File: src/rtl/itr_pkg.sv
// Shared definitions for the interrupt controller: FSM encoding,
// default I/O address map and a small width helper.
package itr_pkg;

  typedef enum logic [1:0] {
    IDLE    = 2'd0,
    FIRE    = 2'd1,
    SERVICE = 2'd2
  } state_t;

  // Default I/O address map as seen from the core
  localparam int A_ID_DEF   = 0;  // in : active id + busy flag
  localparam int A_PEND_DEF = 1;  // in : pending vector
  localparam int A_MASK_DEF = 0;  // out: mask register
  localparam int A_EOI_DEF  = 1;  // out: end-of-interrupt strobe

  // Width needed to hold a source index; never below one bit
  function automatic int id_width(input int n);
    return (n > 1) ? $clog2(n) : 1;
  endfunction

endpackage

File: src/rtl/itr_ctrl_sync_edge.sv
// One event line: 2-flop synchronizer followed by a registered
// rising-edge detector. rise is high for one cycle per low->high.
module sync_edge (
  input  logic clk,
  input  logic rst,
  input  logic d,
  output logic rise
);

  logic s1, s2, s3;

  // Synchronizer chain plus delayed copy for edge detection
  always_ff @(posedge clk or posedge rst) begin
    if (rst) begin
      s1 <= 1'b0;
      s2 <= 1'b0;
      s3 <= 1'b0;
    end else begin
      s1 <= d;
      s2 <= s1;
      s3 <= s2;
    end
  end

  assign rise = s2 & ~s3;

endmodule

File: src/rtl/itr_ctrl.sv
// Interrupt controller: latches source edges as pending, masks them,
// picks the lowest-index eligible source, pulses itr for one cycle and
// waits for an EOI write before taking the next interrupt.
module itr_ctrl
  import itr_pkg::*;
#(
  parameter int NUBITS = 32,
  parameter int NSRC   = 8,
  parameter int NUIOIN = 8,
  parameter int NUIOOU = 8,
  parameter int A_ID   = A_ID_DEF,
  parameter int A_PEND = A_PEND_DEF,
  parameter int A_MASK = A_MASK_DEF,
  parameter int A_EOI  = A_EOI_DEF
) (
  input  logic                      clk,
  input  logic                      rst,
  input  logic [NSRC-1:0]           src,
  input  logic                      io_wr_en,
  input  logic [$clog2(NUIOOU)-1:0] io_wr_addr,
  input  logic [NUBITS-1:0]         io_wr_data,
  input  logic                      io_rd_req,
  input  logic [$clog2(NUIOIN)-1:0] io_rd_addr,
  output logic [NUBITS-1:0]         io_rd_data,
  output logic                      io_rd_hit,
  output logic                      itr
);

  localparam int IDW = id_width(NSRC);
  localparam int AWI = $clog2(NUIOIN);
  localparam int AWO = $clog2(NUIOOU);

  state_t          state, state_nx;
  logic [NSRC-1:0] rise, pending, mask, eligible, clr;
  logic [IDW-1:0]  act_id, win_id;
  logic            latch_id, eoi, mask_we, eoi_we;

  // Bits of the write bus above the mask width carry nothing for us
  logic unused_wr;
  assign unused_wr = ^io_wr_data[NUBITS-1:NSRC];

  // Per-source synchronizer and edge detector
  for (genvar g = 0; g < NSRC; g++) begin : g_src
    sync_edge u_se (
      .clk  (clk),
      .rst  (rst),
      .d    (src[g]),
      .rise (rise[g])
    );
  end

  assign mask_we  = io_wr_en && (io_wr_addr == AWO'(A_MASK));
  assign eoi_we   = io_wr_en && (io_wr_addr == AWO'(A_EOI));
  assign eligible = pending & mask;

  // Fixed priority: scan downwards so the lowest set index wins
  always_comb begin
    win_id = '0;
    for (int i = NSRC - 1; i >= 0; i--)
      if (eligible[i]) win_id = IDW'(i);
  end

  // Next-state logic; EOI only counts while servicing
  always_comb begin
    state_nx = state;
    latch_id = 1'b0;
    eoi      = 1'b0;
    case (state)
      IDLE: begin
        if (|eligible) begin
          state_nx = FIRE;
          latch_id = 1'b1;
        end
      end
      FIRE: state_nx = SERVICE;
      SERVICE: begin
        if (eoi_we) begin
          state_nx = IDLE;
          eoi      = 1'b1;
        end
      end
      default: state_nx = IDLE;
    endcase
  end

  // Pending bit of the serviced source drops on EOI; a new edge wins
  assign clr = eoi ? (NSRC'(1) << act_id) : '0;

  // State, registered itr, active id, mask and pending registers
  always_ff @(posedge clk or posedge rst) begin
    if (rst) begin
      state   <= IDLE;
      itr     <= 1'b0;
      act_id  <= '0;
      mask    <= '0;
      pending <= '0;
    end else begin
      state   <= state_nx;
      itr     <= (state_nx == FIRE);
      if (latch_id) act_id <= win_id;
      if (mask_we)  mask   <= io_wr_data[NSRC-1:0];
      pending <= (pending & ~clr) | rise;
    end
  end

  // Zero-latency read mux; drives zero when the read is not ours
  always_comb begin
    io_rd_data = '0;
    io_rd_hit  = 1'b0;
    if (io_rd_req) begin
      if (io_rd_addr == AWI'(A_ID)) begin
        io_rd_hit             = 1'b1;
        io_rd_data[IDW-1:0]   = act_id;
        io_rd_data[NUBITS-1]  = (state == SERVICE);
      end else if (io_rd_addr == AWI'(A_PEND)) begin
        io_rd_hit             = 1'b1;
        io_rd_data[NSRC-1:0]  = pending;
      end
    end
  end

endmodule

File: config.mk
export PLATFORM = sky130hd
export DESIGN_NAME = itr_ctrl
export DESIGN_NICKNAME = d
export VERILOG_FILES = /design/src/rtl/itr_pkg.sv /design/src/rtl/itr_ctrl_sync_edge.sv /design/src/rtl/itr_ctrl.sv
export SDC_FILE = /design/constraint.sdc
export NUM_CORES = 1
export LEC_CHECK = 0
export BUFFER_PORTS_ARGS = -buffer_cell sky130_fd_sc_hd__buf_4
export CAP_MARGIN = 20
export CORE_UTILIZATION = 50
export DETAILED_ROUTE_END_ITERATION = 12
export GPL_TIMING_DRIVEN = 0
export HOLD_SLACK_MARGIN = 0.05
export PLACE_DENSITY = 0.84
export SETUP_SLACK_MARGIN = 0.15
export SYNTH_ARGS = -nofsm -noshare
export SYNTH_HDL_FRONTEND = slang
export SYNTH_SLANG_ARGS = --single-unit
File: constraint.sdc
create_clock -name clk -period 3.2 [get_ports clk]
set_input_delay 0 -clock clk [delete_from_list [all_inputs] [get_ports clk]]
set_output_delay 0 -clock clk [all_outputs]
set_load 0.01 [all_outputs]
== After elaboration in Yosys (flattened, before gate mapping) ==
Cells that the tools add are included.

* Equal/unequal tests: 5
* Shift operators: 1
* Multiplexer cells: 25
* Bitwise operators: 20
* Reduce and logical (&&, ||, !) cells: 6

{| class="wikitable"
|+ Operators with widths
! cell !! count
|-
| $mux W3 || 9
|-
| $mux W8 || 3
|-
| $and A8 B8 Y8 || 2
|-
| $mux W1 || 9
|-
| $and A1 B1 Y1 || 8
|-
| $not A1 Y1 || 8
|-
| $not A8 Y8 || 1
|-
| $or A8 B8 Y8 || 1
|-
| $reduce_or A8 Y1 || 1
|-
| $shl A1 B3 Y8 const A || 1
|-
| $eq A3 B1 Y1 const B || 2
|-
| $logic_not A3 Y1 || 2
|-
| $pmux W2 S3 || 1
|-
| $mux W5 || 1
|-
| $eq A2 B1 Y1 const B || 2
|-
| $mux W2 || 2
|-
| $eq A2 B2 Y1 const B || 1
|-
| $logic_and A1 B1 Y1 || 2
|-
| $logic_not A2 Y1 || 1
|}

* Bits in registers: 46
* Output and inout bits: 34
* Logic and storage cells: 86

== Longest topological paths before layout ==
* Word-level depth: 9
* Mapped depth: 4
* Depth with buffers taken out: 4

== Modules after synthesis ==
Synthesis repeated with hierarchy kept, for this count alone.

* Cell total of the unflattened synthesis: 163
* Area total of the unflattened synthesis: 2,006.9 um^2

{| class="wikitable"
|+ By module, submodules not included
! module !! times used !! cells each !! area each (um^2)
|-
| itr_ctrl || 1 || 123 || 1,266.2
|-
| sync_edge || 8 || 5 || 92.6
|}

== Worst setup path before layout ==
No wires, ideal clock.

* Path type: register to register
* Start: register pending[2]
* End: register act_id[0]
* Arrival: 1.104 ns
* Slack: 1.996 ns
* Cell stages (with the launch flop): 5
* Path buffers: 0
* Period minus slack after synthesis: 1.204 ns
* Cell sequence: dfrtp_1 a22oi_2 nand4_1 o21a_1 o32ai_1

* Cells in the longest elaborated chain, start to end: 4
* Elaborated cells on any way between the ends: 7
* Classes of those cells: mux (5); bitwise (1); reduce/logical (1)

{| class="wikitable"
|+ Ends and longest elaborated chain
! what !! line !! text
|-
| start: declaration || itr_ctrl.sv:34 || <nowiki>logic [NSRC-1:0] rise, pending, mask, eligible, clr;</nowiki>
|-
| start signal: assignment || itr_ctrl.sv:102 || <nowiki>pending <= (pending & ~clr) | rise;</nowiki>
|-
| $and A8 B8 Y8 (*) || itr_ctrl.sv:54 || <nowiki>assign eligible = pending & mask;</nowiki>
|-
| $reduce_or A8 Y1 or $mux W3 (tied branches) || itr_ctrl.sv:70, itr_ctrl.sv:60 ||
|-
| $mux W1 or $mux W3 (tied branches) || itr_ctrl.sv:70, itr_ctrl.sv:60 ||
|-
| $mux W1 or $mux W3 (tied branches) || itr_ctrl.sv:68, itr_ctrl.sv:60 ||
|-
| end signal: assignment || itr_ctrl.sv:100 || <nowiki>if (latch_id) act_id <= win_id;</nowiki>
|-
| end: declaration || itr_ctrl.sv:35 || <nowiki>logic [IDW-1:0] act_id, win_id;</nowiki>
|}

Mark *: on every way between the ends. The rest lies on a longest branch, timed or not.
A chain may end at the register's enable or synchronous reset.

== Final worst setup path ==
Ends and elaborated chain as after synthesis.

==> impl_summary.log <==
[metrics] achievable frequency: 0.714 GHz
[metrics] most instantiated library cell after synthesis: sky130_fd_sc_hd__dfrtp_1
[metrics] Hold Path Class: in -> reg
[metrics] cell area power density: 531 nW/µm²
[metrics] Worst Max-Slew Pin Slew: 0.917 ns
[metrics] Vias per Instance: 4.59
[metrics] data arrival time of the worst path: 1.60 ns
[metrics] Post-synth EDFFs: 0
[metrics] maximum cell stage delay along the critical path: 0.45 ns
[metrics] element type at the critical path end: flop
[metrics] share of flip-flops with an asynchronous set or reset after synthesis: 100%
[metrics] buffers inserted during post-CTS setup optimization: 0
[metrics] share of cells above drive strength 1: 31.4%
[metrics] YS warnings: 0
[metrics] cell at the root of the clock tree: sky130_fd_sc_hd__clkbuf_8
[metrics] initial antenna violation count: 0
[metrics] max-cap violations: 0
[metrics] final critical-path share of the clock period: 43.7%
[metrics] slowest library cell on the worst path: sky130_fd_sc_hd__dfrtp_1
[metrics] startpoint kind of the worst setup timing path: flop
[metrics] register bit total from synthesis: 46
[metrics] area grow syn2layout: 34.3%
[metrics] cell chain of the critical path: a22oi_2 > nand4_1 > o21a_1 > o32ai_1
[metrics] post-route clock skew: 0.00746 ns
[metrics] cell class contributing the biggest share of worst-path delay: compound AO/OA/AOI/OAI gates
[metrics] critical path peak fanout: 5
[metrics] count of routing violations after the opening detailed-route iteration: 61
[metrics] sequential-to-total area share from yosys stat: 60.5%
[metrics] Clock Pin Slew Worst Setup and Hold Paths: 0.08 ns
[metrics] Commonest cells post-synth: sky130_fd_sc_hd__dfrtp_1 (46), sky130_fd_sc_hd__buf_4 (23), sky130_fd_sc_hd__inv_1 (13)
[metrics] Syn Std Cell Area: 1900 µm²
[metrics] vias in the first global route: 1,248
[metrics] H-tree depth: 2
[metrics] Port Buf Inserts: 35
[metrics] library cell occupying the most area in the post-synthesis netlist: sky130_fd_sc_hd__dfrtp_1
[metrics] ranking of synthesized cells by area: sky130_fd_sc_hd__dfrtp_1 (61%), sky130_fd_sc_hd__buf_4 (9.1%), sky130_fd_sc_hd__mux2_2 (4.7%)
[metrics] clock buffer depth: 2
[metrics] standard-cell row count: 22
[metrics] placer congestion estimate: 0.817
[metrics] number of buffers created by CTS: 5
[metrics] Yosys top cell area share: 60.5%
[metrics] global-route wire length before repair: 5440 µm
[metrics] max-slew violation total from the final report: 0
[metrics] data required time at the worst endpoint: 3.40 ns
[metrics] standard cell core area: 3660 µm²
[metrics] worst IR drop on VDD: 0.341 mV
[metrics] width of the die: 63.7 µm
[metrics] count of nets left with antenna violations after detail routing: 0
[metrics] overall fraction of global-route tracks in use: 18.1%
[metrics] number of vias after detailed routing: 1,332
[metrics] y dimension of the die: 63.7 µm
[metrics] fraction of the core area covered by cells at the end of the flow: 69.8%
[metrics] Worst-Skew Late Latency: 0.29 ns
[metrics] initial core utilization: 51.9%
[metrics] wirelength, routed: 3350 µm
[metrics] setup repair after global routing missed its margin: no
[metrics] result of the run: finished, violations left
[metrics] Gates resized, CTS repair: 0
[metrics] headroom to the max-slew limit: 38.8%
[metrics] total overflow reported by the global router: 0
[metrics] number of sinks driven by the clock tree: 46
[metrics] drt first pass iters: 8
[metrics] post-DP HPWL: 2330 µm
[metrics] buffers and inverters on the worst path: 0
[metrics] final setup TNS: 0 ns
[metrics] Post-CTS Hold Fix Bufs: 17
[metrics] predominant post-synthesis flop cell: sky130_fd_sc_hd__dfrtp_1
[metrics] leakage power: 1.28 nW
[metrics] final setup violating endpoints: 0
[metrics] CTS tree: built
[metrics] wire length per cell: 11.6 µm
[metrics] I/O pin count: 84
[metrics] cells after synthesis: 161
[metrics] maximum number of pins on one net before global-route repair: 47
[metrics] area of the die: 4050 µm²
[metrics] diode count: 0
[metrics] post-synthesis average cell area: 11.8 µm²
[metrics] Net count, final: 292
[metrics] start-to-end type of the worst setup path: reg -> reg
[metrics] number of remaining DRC errors: 1
[metrics] violations in the final reports: design-rule violations
[metrics] post-synth cell types: 29
[metrics] count of endpoints failing hold in the final timing report: 0
[metrics] shortest period the worst path allows: 1.40 ns
[stage by stage]
stage / power, mW / cell area (µm²) / std cells / setup WS [ns] / hold slack, ns
floorplan: 0.934 / 1980 / 183 / 2.00 / 0.0314
global placement: 1.02 / 2310 / 266 / 1.63 / 0.109
detailed placement: 1.03 / 2310 / 266 / 1.85 / 0.111
CTS: 1.36 / 2550 / 290 / 1.82 / 0.116
global route: 1.44 / 2550 / 290 / 1.75 / 0.126
finish: 1.36 / 2550 / 290 / 1.80 / 0.118
[area by class of cell]
class	count	area [µm²]
Tap cell	48	60.1
Multi-Input combinational cell	99	604
Timing Repair Buffer	52	433
Inverter	13	48.8
Buffer	25	180
Fill cell	291	1110
Sequential cell	46	1150
Clock buffer	7	76.3
[path summary, 6_finish.rpt]
| path | slack, ns | startpoint | endpoint | cells past startpoint |
|---|---|---|---|---|
| max | 1.80 | pending[2]$_DFF_PP0_ | act_id[0]$_DFFE_PP0P_ | 4 |
| min | 0.12 | io_wr_addr[1] | mask[1]$_DFFE_PP0P_ | 3 |
| max reg2reg | 1.80 | pending[2]$_DFF_PP0_ | act_id[0]$_DFFE_PP0P_ | 4 |
| min reg2reg | 0.35 | g_src[1].u_se.s1$_DFF_PP0_ | g_src[1].u_se.s2$_DFF_PP0_ | 0 |
| max in group asynchronous | 2.16 | rst | mask[6]$_DFFE_PP0P_ | 3 |
| min in group asynchronous | 0.47 | rst | g_src[2].u_se.s1$_DFF_PP0_ | 3 |
[cell families (layout without fill, tap and decap cells)]
family	count (synthesis)	after routing	share of synthesized area, %
flip-flops	46	46	60.5
buffers and inverters	38	97	12.0
AND/OR/NAND/NOR	35	35	10.8
AO/OA/AOI/OAI	30	30	10.1
multiplexers	11	11	6.32
other	1	23	0.197
[worst min-delay path, delay by kind of cell]
family,cells,cell delay [ns]
buffers and inverters,1,0.10
AND/OR/NAND/NOR,1,0.07
multiplexers,1,0.21
[power breakdown]
group / internal (mW) / switching (mW) / total, mW
logic: 0.160 / 0.152 / 0.312
registers: 0.660 / 0.0630 / 0.723
clock network: 0.150 / 0.171 / 0.321
total: 0.970 / 0.386 / 1.36
[sequential cells by signal (all words and copies together), names as in the netlist]
signal and count:
act_id 3, g_src.u_se.s1 8, g_src.u_se.s2 8, g_src.u_se.s3 8, itr 1, mask 8
pending 8, state 2
[metal layers]
| layer | routed length [µm] | global-route usage, % | up-vias |
|---|---|---|---|
| met4 | 46 | 6.82 | 0 |
| met3 | 213 | 4.53 | 6 |
| met2 | 1670 | 31.6 | 51 |
| met1 | 1420 | 21.1 | 617 |
| li1 | - | - | 658 |
| met5 | 0 | 0 | - |
[placed cells by master (no fill, tap or decap), drive strengths merged, types with 6 or more instances in the layout]
cell         instances
buf                 58
dfrtp               46
conb                23
dlygate4sd3         17
inv                 13
nand2               11
o21ai               11
clkbuf               9
mux2                 8
a21oi                7
nor2                 6
Power figures use the tool's default switching activity.
